$ cat config.mk
export PLATFORM = sky130hd
export DESIGN_NAME = stage_id_reg
export DESIGN_NICKNAME = d
export VERILOG_FILES = /design/src/rtl/rvcpu.sv /design/src/rtl/decoder.sv /design/src/rtl/gen_imm.sv /design/src/rtl/id_scoreboard.sv /design/src/rtl/mux.sv /design/src/rtl/stage_id_reg.sv
export SDC_FILE = /design/constraint.sdc
export NUM_CORES = 1
export LEC_CHECK = 0
export CORE_ASPECT_RATIO = 0.8
export CORE_UTILIZATION = 30
export CTS_CLUSTER_SIZE = 16
export DETAILED_ROUTE_END_ITERATION = 6
export GPL_ROUTABILITY_DRIVEN = 0
export RECOVER_POWER = 25
export REMOVE_ABC_BUFFERS = 1
export SLEW_MARGIN = 10
export SYNTH_ARGS = -nofsm -noshare
export SYNTH_HDL_FRONTEND = slang
export SYNTH_SLANG_ARGS = --single-unit
$ cat constraint.sdc
create_clock -name clk -period 5.2 [get_ports clk]
set_input_delay 0.78 -clock clk [delete_from_list [all_inputs] [get_ports clk]]
set_output_delay 0.78 -clock clk [all_outputs]
set_load 0.02 [all_outputs]
$ cat src/rtl/rvcpu.sv
// Shared CPU types: program counter, instruction word, operand and register types,
// decode bundles, the ID stage payload and the ID stage state encoding.
package rvcpu;

    localparam int XLen    = 32;
    localparam int NumRegs = 32;
    localparam int RegBits = $clog2(NumRegs);

    typedef logic [31:0]        pc_t;
    typedef logic [31:0]        opcode_t;
    typedef logic [XLen-1:0]    data_t;
    typedef logic [RegBits-1:0] reg_t;

    typedef enum logic [3:0] {
        ALU_ADD, ALU_SUB, ALU_SLL, ALU_SLT, ALU_SLTU, ALU_XOR,
        ALU_SRL, ALU_SRA, ALU_OR, ALU_AND, ALU_PASSB
    } alu_op_e;

    typedef enum logic [2:0] {IMM_I, IMM_S, IMM_B, IMM_U, IMM_J} imm_sel_e;

    typedef struct packed {
        logic is_load;
        logic is_store;
        logic is_branch;
        logic is_jump;
        logic is_wfi;
        logic illegal;
    } id_flags_t;

    typedef struct packed {
        alu_op_e   aluop;
        logic      rd_valid;
        logic      rs1_valid;
        logic      rs2_valid;
        imm_sel_e  imm_sel;
        id_flags_t flags;
    } decode_t;

    typedef struct packed {
        pc_t       pc;
        reg_t      rd;
        logic      rd_valid;
        alu_op_e   aluop;
        data_t     a;
        data_t     b;
        id_flags_t flags;
    } stage_id_t;

    typedef enum logic {RUN, WFI_WAIT} id_state_e;

    localparam opcode_t OpWfi = 32'h1050_0073;

    // funct3 plus the alternate bit (instr[30]) selects the ALU operation.
    function automatic alu_op_e alu_from_funct(input logic [2:0] funct3, input logic alt);
        alu_op_e op;
        op = ALU_ADD;
        case (funct3)
            3'b000:  op = alt ? ALU_SUB : ALU_ADD;
            3'b001:  op = ALU_SLL;
            3'b010:  op = ALU_SLT;
            3'b011:  op = ALU_SLTU;
            3'b100:  op = ALU_XOR;
            3'b101:  op = alt ? ALU_SRA : ALU_SRL;
            3'b110:  op = ALU_OR;
            default: op = ALU_AND;
        endcase
        return op;
    endfunction

endpackage

$ cat src/rtl/decoder.sv
// RV32I base decoder: turns an instruction word into ALU op, operand usage,
// immediate format and instruction class flags.
module decoder
    import rvcpu::*;
(
    input  opcode_t opcode,
    output decode_t dec
);

    // Classify the major opcode; unknown encodings are flagged illegal.
    always_comb begin
        dec         = '0;
        dec.aluop   = ALU_ADD;
        dec.imm_sel = IMM_I;
        case (opcode[6:0])
            7'b0010011: begin
                dec.rd_valid  = 1'b1;
                dec.rs1_valid = 1'b1;
                dec.aluop     = alu_from_funct(opcode[14:12], opcode[30] & (opcode[14:12] == 3'b101));
            end
            7'b0110011: begin
                dec.rd_valid  = 1'b1;
                dec.rs1_valid = 1'b1;
                dec.rs2_valid = 1'b1;
                dec.aluop     = alu_from_funct(opcode[14:12], opcode[30]);
            end
            7'b0110111: begin
                dec.rd_valid = 1'b1;
                dec.imm_sel  = IMM_U;
                dec.aluop    = ALU_PASSB;
            end
            7'b0010111: begin
                dec.rd_valid = 1'b1;
                dec.imm_sel  = IMM_U;
            end
            7'b0000011: begin
                dec.rd_valid      = 1'b1;
                dec.rs1_valid     = 1'b1;
                dec.flags.is_load = 1'b1;
            end
            7'b0100011: begin
                dec.rs1_valid      = 1'b1;
                dec.rs2_valid      = 1'b1;
                dec.imm_sel        = IMM_S;
                dec.flags.is_store = 1'b1;
            end
            7'b1100011: begin
                dec.rs1_valid       = 1'b1;
                dec.rs2_valid       = 1'b1;
                dec.imm_sel         = IMM_B;
                dec.aluop           = ALU_SUB;
                dec.flags.is_branch = 1'b1;
            end
            7'b1101111: begin
                dec.rd_valid      = 1'b1;
                dec.imm_sel       = IMM_J;
                dec.flags.is_jump = 1'b1;
            end
            7'b1100111: begin
                dec.rd_valid      = 1'b1;
                dec.rs1_valid     = 1'b1;
                dec.flags.is_jump = 1'b1;
            end
            7'b1110011: begin
                dec.flags.is_wfi  = (opcode == OpWfi);
                dec.flags.illegal = (opcode != OpWfi);
            end
            default: dec.flags.illegal = 1'b1;
        endcase
    end

endmodule

$ cat src/rtl/gen_imm.sv
// Immediate generator: assembles the sign-extended immediate for the selected format.
module gen_imm
    import rvcpu::*;
#(
    parameter int Width = 32
) (
    input  logic [31:7]      instr_hi,
    input  imm_sel_e         imm_sel,
    output logic [Width-1:0] imm
);

    logic [31:0] imm32;

    // Reassemble the scattered immediate bits for each instruction format.
    always_comb begin
        imm32 = '0;
        case (imm_sel)
            IMM_I:   imm32 = {{20{instr_hi[31]}}, instr_hi[31:20]};
            IMM_S:   imm32 = {{20{instr_hi[31]}}, instr_hi[31:25], instr_hi[11:7]};
            IMM_B:   imm32 = {{19{instr_hi[31]}}, instr_hi[31], instr_hi[7], instr_hi[30:25], instr_hi[11:8], 1'b0};
            IMM_U:   imm32 = {instr_hi[31:12], 12'b0};
            IMM_J:   imm32 = {{11{instr_hi[31]}}, instr_hi[31], instr_hi[19:12], instr_hi[20], instr_hi[30:21], 1'b0};
            default: imm32 = '0;
        endcase
    end

    assign imm = Width'($signed(imm32));

endmodule

$ cat src/rtl/id_scoreboard.sv
// Register busy scoreboard: one bit per architectural register marking an
// in-flight writer. x0 is never busy; a same-cycle set beats a clear.
module id_scoreboard #(
    parameter  int NumRegs = 32,
    localparam int RegBits = $clog2(NumRegs)
) (
    input  logic               clk,
    input  logic               rst,
    input  logic               set_en,
    input  logic [RegBits-1:0] set_rd,
    input  logic               clr_en,
    input  logic [RegBits-1:0] clr_rd,
    input  logic [RegBits-1:0] rs1,
    input  logic [RegBits-1:0] rs2,
    output logic               rs1_busy,
    output logic               rs2_busy
);

    logic [NumRegs-1:0] busy_q;
    logic [NumRegs-1:0] busy_d;

    // Apply the retire clear first so a younger issuing writer to the same register wins.
    always_comb begin
        busy_d = busy_q;
        if (clr_en) busy_d[clr_rd] = 1'b0;
        if (set_en) busy_d[set_rd] = 1'b1;
        busy_d[0] = 1'b0;
    end

    // Busy vector register.
    always_ff @(posedge clk) begin
        if (rst) busy_q <= '0;
        else     busy_q <= busy_d;
    end

    // A writeback retiring this cycle already releases its register for the reader.
    assign rs1_busy = busy_q[rs1] & ~(clr_en & (clr_rd == rs1));
    assign rs2_busy = busy_q[rs2] & ~(clr_en & (clr_rd == rs2));

endmodule

$ cat src/rtl/mux.sv
// Generic N-input one-hot-free multiplexer selected by a binary index.
module mux #(
    parameter int Inputs = 2,
    parameter int Width  = 32
) (
    input  logic [Inputs-1:0][Width-1:0] d,
    input  logic [$clog2(Inputs)-1:0]    sel,
    output logic [Width-1:0]             y
);

    assign y = d[sel];

endmodule

$ cat src/rtl/stage_id_reg.sv
// Registered decode stage: decodes, selects operands, and holds the result in an
// output register with valid/ready on both sides, RAW stalls, flush and WFI parking.
module stage_id_reg
    import rvcpu::*;
#(
    parameter int Width   = 32,
    parameter int NumRegs = rvcpu::NumRegs
) (
    input  logic             clk,
    input  logic             rst,
    input  logic             in_valid,
    output logic             in_ready,
    input  pc_t              pc,
    input  opcode_t          opcode,
    output reg_t             rs1,
    output reg_t             rs2,
    input  logic [Width-1:0] rs1_data,
    input  logic [Width-1:0] rs2_data,
    output logic             out_valid,
    input  logic             out_ready,
    output stage_id_t        out,
    input  logic             wb_valid,
    input  reg_t             wb_rd,
    input  logic             flush,
    input  logic             wake
);

    id_state_e        state_q;
    id_state_e        state_d;
    stage_id_t        fresh;
    stage_id_t        out_d;
    logic             out_valid_d;
    decode_t          dec;
    logic [Width-1:0] imm;
    logic [Width-1:0] opa;
    logic [Width-1:0] opb;
    logic             rs1_busy;
    logic             rs2_busy;
    logic             rs1_hit;
    logic             rs2_hit;
    logic             hazard;
    logic             in_fire;
    logic             out_fire;

    assign rs1 = opcode[19:15];
    assign rs2 = opcode[24:20];

    decoder u_decoder (
        .opcode (opcode),
        .dec    (dec)
    );

    gen_imm #(.Width(Width)) u_gen_imm (
        .instr_hi (opcode[31:7]),
        .imm_sel  (dec.imm_sel),
        .imm      (imm)
    );

    mux #(.Inputs(2), .Width(Width)) u_mux_a (
        .d   ({rs1_data, Width'(pc)}),
        .sel (dec.rs1_valid),
        .y   (opa)
    );

    mux #(.Inputs(2), .Width(Width)) u_mux_b (
        .d   ({rs2_data, imm}),
        .sel (dec.rs2_valid),
        .y   (opb)
    );

    assign out_fire = out_valid & out_ready;

    // The held instruction marks its destination busy only when EX actually takes it.
    id_scoreboard #(.NumRegs(NumRegs)) u_scoreboard (
        .clk      (clk),
        .rst      (rst),
        .set_en   (out_fire & out.rd_valid & ~flush),
        .set_rd   (out.rd),
        .clr_en   (wb_valid),
        .clr_rd   (wb_rd),
        .rs1      (rs1),
        .rs2      (rs2),
        .rs1_busy (rs1_busy),
        .rs2_busy (rs2_busy)
    );

    // A source conflicts with an issued writer or with the writer still sitting in out.
    always_comb begin
        rs1_hit = dec.rs1_valid & (rs1 != '0)
                & (rs1_busy | (out_valid & out.rd_valid & (out.rd == rs1)));
        rs2_hit = dec.rs2_valid & (rs2 != '0)
                & (rs2_busy | (out_valid & out.rd_valid & (out.rd == rs2)));
        hazard  = rs1_hit | rs2_hit;
    end

    assign in_ready = (state_q == RUN) & ~flush & ~hazard & (~out_valid | out_ready);
    assign in_fire  = in_valid & in_ready;

    // Assemble the payload that would be captured from the incoming instruction.
    always_comb begin
        fresh          = '0;
        fresh.pc       = pc;
        fresh.rd       = opcode[11:7];
        fresh.rd_valid = dec.rd_valid;
        fresh.aluop    = dec.aluop;
        fresh.a        = opa;
        fresh.b        = opb;
        fresh.flags    = dec.flags;
    end

    // Next output register contents and WFI state; flush overrides every other event.
    always_comb begin
        out_d       = out;
        out_valid_d = out_valid;
        state_d     = state_q;
        if (flush) begin
            out_valid_d = 1'b0;
            state_d     = RUN;
        end else begin
            if (in_fire) begin
                out_d       = fresh;
                out_valid_d = 1'b1;
            end else if (out_fire) begin
                out_valid_d = 1'b0;
            end
            case (state_q)
                RUN:      if (out_fire & out.flags.is_wfi & ~wake) state_d = WFI_WAIT;
                WFI_WAIT: if (wake) state_d = RUN;
                default:  state_d = RUN;
            endcase
        end
    end

    // Output register and state register.
    always_ff @(posedge clk) begin
        if (rst) begin
            state_q   <= RUN;
            out       <= '0;
            out_valid <= 1'b0;
        end else begin
            state_q   <= state_d;
            out       <= out_d;
            out_valid <= out_valid_d;
        end
    end

endmodule
=== Yosys cells after proc, flatten, opt, wreduce, memory -nomap -nowiden ===
Cells that the tools add are included.

* Flip-flop bits (word level): 146
* Bits in latches: 0
* Bits in writable memories: 0
* ROM bits: 0
* Output and inout port bits: 124
* Logic and storage cells: 137
* Memories kept: 0

* $add $sub $neg: 0
* Multipliers: 0
* Divide/modulo/power cells: 0
* $lt $le $gt $ge: 8
* Equal/unequal tests: 26
* Shifts and indexed selects: 0
* Muxes and demuxes: 37
* Bitwise logic cells: 35
* Reductions and logical operators: 15

{| class="wikitable"
|+ Operators by type and width
! cell !! number
|-
| 32-bit two-way mux || 6
|-
| 32-bit one-hot mux with 5 select lines || 1
|-
| 4-bit one-hot mux with 7 select lines || 2
|-
| 32-bit AND || 1
|-
| 32-bit by 29-bit == test with 1-bit output (second input constant) || 1
|-
| 32-bit by 29-bit inequality test with 1-bit output (second input constant) || 1
|-
| 32-bit inverter || 1
|-
| 32-bit OR || 1
|-
| 7-bit == test (second input constant) || 4
|-
| 5-bit by 6-bit < comparator with 1-bit output (second input constant) || 4
|-
| 1-bit AND || 21
|-
| 7-bit by 6-bit == test with 1-bit output (second input constant) || 3
|-
| 5-bit == test || 4
|-
| 1-bit two-way mux || 20
|-
| 4-bit one-hot mux with 4 select lines || 1
|-
| 7-bit by 5-bit == test with 1-bit output (second input constant) || 2
|-
| 3-bit by 2-bit == test with 1-bit output (second input constant) || 4
|-
| 3-bit == test (second input constant) || 4
|-
| 3-bit one-hot mux with 4 select lines || 1
|-
| 1-bit binary-select mux with 5-bit select || 2
|-
| 1-bit demux with 5-bit select || 2
|-
| 5-bit by 1-bit >= comparator with 1-bit output (second input constant) || 2
|-
| 5-bit nonzero test || 2
|-
| 9-bit OR reduction || 1
|-
| 14 further kinds || 30
|}

=== Depth between registers and ports, before layout ===
* Depth in word-level cells: 12
* Depth in mapped cells: 12
* Mapped depth without buffers: 8

=== By module ===
From an unflattened synthesis, not the netlist that was laid out.

* Cells, all modules: 984
* Area, all modules: 9,316.4 µm²

{| class="wikitable"
|+ By module, submodules not included
! module !! instances !! cells an instance !! area each (µm²) !! seq. area each (µm²)
|-
| stage_id_reg || 1 || 529 || 5,358.9 || 2,282.2
|-
| id_scoreboard || 1 || 229 || 1,959.4 || 620.6
|-
| mux || 2 || 36 || 544.3 || 0.0
|-
| gen_imm || 1 || 94 || 540.5 || 0.0
|-
| decoder || 1 || 60 || 369.1 || 0.0
|}

=== Least setup slack after synthesis ===
OpenSTA, ideal clock, no wires.

* Path type: input-to-output
* Start point: in opcode[20]
* End point: out in_ready
* Arrival: 2,758 ps
* Required time: 4,420 ps
* Path slack: 1,662 ps
* Stages: 8
* Path buffers: 3
* Cells stage by stage: buf_4 > mux4_2 > mux4_2 > nor3b_2 > o311ai_4 > inv_2 > buf_6 > buf_2

* Cells in the longest elaborated chain, start to end: 10

{| class="wikitable"
|+ Ends and longest elaborated chain
! what !! line !! source
|-
| from (decl) || stage_id_reg.sv:14 || <nowiki>input opcode_t opcode,</nowiki>
|-
| parallel branches: the longest is 5 deep, another holds 1-bit binary-select mux with 5-bit select || - ||
|-
| 1-bit AND (*) || stage_id_reg.sv:92 || <nowiki>& (rs2_busy | (out_valid & out.rd_valid & (out.rd == rs2)));</nowiki>
|-
| 1-bit OR (*) || stage_id_reg.sv:93 || <nowiki>hazard = rs1_hit | rs2_hit;</nowiki>
|-
| 1-bit inverter (*) || stage_id_reg.sv:96 || <nowiki>assign in_ready = (state_q == RUN) & ~flush & ~hazard & (~out_valid | out_ready);</nowiki>
|-
| 1-bit AND (*) (2 in series) || stage_id_reg.sv:96 ||
|-
| to (decl) || stage_id_reg.sv:12 || <nowiki>output logic in_ready,</nowiki>
|}

Every way passes the cells marked *. The select of a mux whose other input is x is not followed.

=== Worst setup path after layout ===
* Start point: in opcode[15]
* End point: out in_ready

* Cells in the longest elaborated chain, start to end: 10

{| class="wikitable"
|+ Ends and longest elaborated chain
! what !! line !! source
|-
| parallel branches: the longest is 5 deep, another holds 1-bit binary-select mux with 5-bit select || - ||
|-
| 1-bit AND (*) || stage_id_reg.sv:90 || <nowiki>& (rs1_busy | (out_valid & out.rd_valid & (out.rd == rs1)));</nowiki>
|-
| 1-bit OR (*) || stage_id_reg.sv:93 ||
|-
| 1-bit inverter (*) || stage_id_reg.sv:96 ||
|-
| 1-bit AND (*) (2 in series) || stage_id_reg.sv:96 ||
|}

Marked as above.

==> metrics.csv <==
stage,metric,value,unit
global_routing,initial antenna violation count,1,
hold_path,WHS Endpoint,out[26],
routing,vias per cell,5.465,
cts,"CTS clk-pin slew, worst paths",0.06,ns
worst_setup_path,RR Endpoint,out[40],
floorplan,initial core utilization,0.3103,
final_layout,final layout net count,1260,
routing,vias,7929,
routing,drt total wl,29560,um
sta,# setup viols final,0,
floorplan,Ports,264,
synthesis,post-synthesis cell type count,52,
synthesis,part of the Yosys area used for sequential elements,0.3778,
status,violated checks,"max-capacitance violations, max-slew violations",
cts,CTS Buf Count,17,
placement,Buffers on Ports,263,
floorplan,# rows,51,
synthesis,Synth Area in Simple Gates,0.1847,
routing,WL/cell,20.37,um
worst_setup_path,flop2flop setup slack,1.96,ns
placement,dpl hpwl,19620,um
global_routing,global-route wire length before repair,45360,um
placement,DP Area,0.01042,mm^2
cts,total clock sinks,145,
final_layout,cell area after layout,0.01106,mm^2
worst_setup_path,crit end category,primary output,
cts,clk buf depth,2,
synthesis,"EDFF count, synth",0,
sta,clk_skew,0.01230,ns
routing,First-pass DRT Iterations,5,
sta,fin crit period,4.698,ns
global_routing,vias in the first global route,7542,
worst_setup_path,R2R cell count,9,
cts,clk_lat worst skew,0.42,ns
sta,hold_ws,0.4723,ns
synthesis,Synth Area in Adders,0,
final_layout,share of layout cells above drive strength 1,0.08746,
worst_setup_path,WS Path Type,in -> out,
sta,max_slew headroom,-0.5144,
worst_setup_path,Worst EP required,4.42,ns
cts,CTS resizes,0,
sta,Final Hold Vio Count,0,
global_routing,total grt overflow,0,
synthesis,post-synth top area cell,dfxtp_1,
sta,fmax,0.2129,GHz
cts,CTS Hold Buffers Added,0,
cts,TritonCTS clock tree,done,
floorplan,die height,145.1,um
cts,depth of the CTS H-tree,4,
synthesis,Yosys reg bits,145,
pwr,worst vdd ir,203.0,uV
synthesis,main area contributors after synthesis,"dfxtp_1, a21oi_1, o21ai_0",
synthesis,Async SR Flop Fraction,0,
synthesis,Synth top area share,0.3778,
synthesis,yosys warns,0,
synthesis,complex-gate fraction of the synthesized area,0.2563,
worst_setup_path,RR Startpoint,out[79],
synthesis,post-synthesis mux area share,0.09298,
floorplan,core area,0.02476,mm^2
sta,"Slew Viols, Final",141,
floorplan,Die Wd,180.9,um
routing,Final ANT Viol Nets,0,
hold_path,hold_sp,out[26],
routing,DRT iter0 DRCs,580,
sta,unrepaired setup endpoints after global routing,no,
floorplan,die area,0.02626,mm^2
sta,final worst path period share,0.9034,
status,status,"complete, but fails checks",
synthesis,Gate Count Post-Synth,922,
cts,Post-CTS Setup Inserts,0,
sta,worst slew pin tran,2.272,ns
routing,Post-route DRC,0,
hold_path,worst hold path class,reg -> reg,
synthesis,synthesized cell area,0.007684,mm^2
synthesis,Synth Area in XOR/XNOR,0.02280,
hold_path,hold-critical path depth,2,
final_layout,Layout area overhead,43.89,%
worst_setup_path,Max Fanout on Critical Path,13,
cts,CTS root buffer,clkbuf_16,
pwr,Leak Pwr,4.003,nW
job,max-cap violation count,2,
synthesis,top_reg_cell synth,dfxtp_1,
worst_setup_path,startpoint types,input pin,
synthesis,"Avg Cell Area, Syn",8.334,um^2
global_routing,All-Layer GR Usage,0.2215,
synthesis,largest family of logic cells by synthesized area,compound AO/OA/AOI/OAI gates,
global_routing,largest net degree at the start of global routing,111,
pwr,Power per Cell Area,283.5,mW/mm^2
worst_setup_path,CP arrival,3.92,ns
-- cells in the final DEF (no fill, tap or decap), types with 3 or more instances in the layout --
master	Yosys	routed
xor2_1	10	10
clkbuf_16	0	17
or3_1	4	4
and3b_1	3	3
and3_1	5	5
a211oi_2	24	24
bufinv_16	0	5
dfxtp_1	145	145
nor2_1	35	35
mux2i_1	41	41
nand2b_1	22	22
nor3_1	27	27
nand4_1	6	6
o21ai_0	102	102
a311oi_1	13	13
buf_4	16	19
dlygate4sd3_1	0	50
mux4_2	12	12
a21oi_1	127	126
nand3_1	76	76
clkbuf_1	64	3
nor3b_1	6	6
nand3b_1	7	7
mux2_2	3	3
nor2b_1	5	5
nand2_1	60	60
xnor2_1	10	10
clkinv_4	0	6
nor4_1	7	7
inv_1	4	4
a22oi_1	3	3
nor4b_1	3	3
clkdlybuf4s50_1	0	211
a211oi_1	32	32
-- synthesized netlist by cell type, drive strengths merged, types with 4 or more instances --
master	count
nor2	36
nand2	60
buf	40
mux4	12
a21oi	127
xnor2	10
o21ai	102
dfxtp	145
and3	5
xor2	10
clkbuf	64
nand3	76
nor4	7
or3	4
nand3b	7
a211oi	56
mux2i	41
nor2b	5
nor3b	7
a311oi	13
nand2b	22
nand4	6
inv	5
nor3	27
-- sequential cells by signal, summed over array words and instances (netlist names) --
signal               cells
out                    112
state_q                  1
out_valid                1
u_scoreboard.busy_q     31
-- worst max-delay path by stage --
stage,endpoint,slack (ns),startpoint,cells after the start
6_report,in_ready,0.50,opcode[15],9
5_1_grt,in_ready,0.33,opcode[15],9
4_1_cts,in_ready,0.51,opcode[15],9
3_5_place_dp,in_ready,0.51,opcode[15],9
3_3_place_gp,in_ready,0.55,opcode[15],9
2_1_floorplan,out[0],-1.20,opcode[5],7
-- stage by stage --
| stage | cells | power [mW] | setup TNS [ns] | worst slack, ns | util |
|---|---|---|---|---|---|
| floorplan | 818 | 1.437 | -103.06 | -1.199 | - |
| global route | 1450 | 3.258 | 0 | 0.3269 | 0.4464 |
| finish | 1451 | 3.135 | 0 | 0.5023 | 0.4465 |
| CTS | 1450 | 3.173 | 0 | 0.5123 | 0.4468 |
| detailed placement | 1419 | 1.796 | 0 | 0.5079 | 0.4209 |
| global placement | 1419 | 1.795 | 0 | 0.5467 | 0.4209 |
-- cell type report --
class	count	area, um^2
diodes	1	2.502
fillers	2407	13700
inverters	5	21.27
flip-flops and latches	145	2903
clock buffers	19	432.9
well taps	318	397.9
clock inverters	12	210.2
repair buffers	283	2784
multi-input cells	668	4304
-- worst max-delay path: stages --
cell and delay (ns):
clkdlybuf4s50_1 0.90, buf_4 0.24, mux4_2 0.49, nand3b_1 0.09, o21ai_0 0.08, o221ai_1 0.34, o311ai_4 0.20, inv_4 0.12
clkdlybuf4s50_1 0.67
-- power breakdown --
group | switching (mW) | total, mW | internal (mW)
sequential | 0.0287 | 1.19 | 1.16
combinational | 0.314 | 0.578 | 0.264
clock | 0.514 | 1.37 | 0.854
total | 0.857 | 3.13 | 2.28
-- per-layer routing --
metal / vias to the layer above / routed length (um) / share of wire / global-route usage
met4: 0 / 474 / 0.016 / 0.06538
li1: 3768 / - / - / -
met1: 3811 / 14030 / 0.47 / 0.3154
met3: 31 / 2359 / 0.080 / 0.05648
met2: 319 / 12700 / 0.43 / 0.3253
met5: - / 0 / 0 / 0
-- cells by family after synthesis --
kind of cell | Yosys count
buf+inv | 109
mux | 56
flops | 145
xor+xnor | 20
simple gates | 276
compound gates | 316
Note: power is estimated with default switching activity, not from simulation.
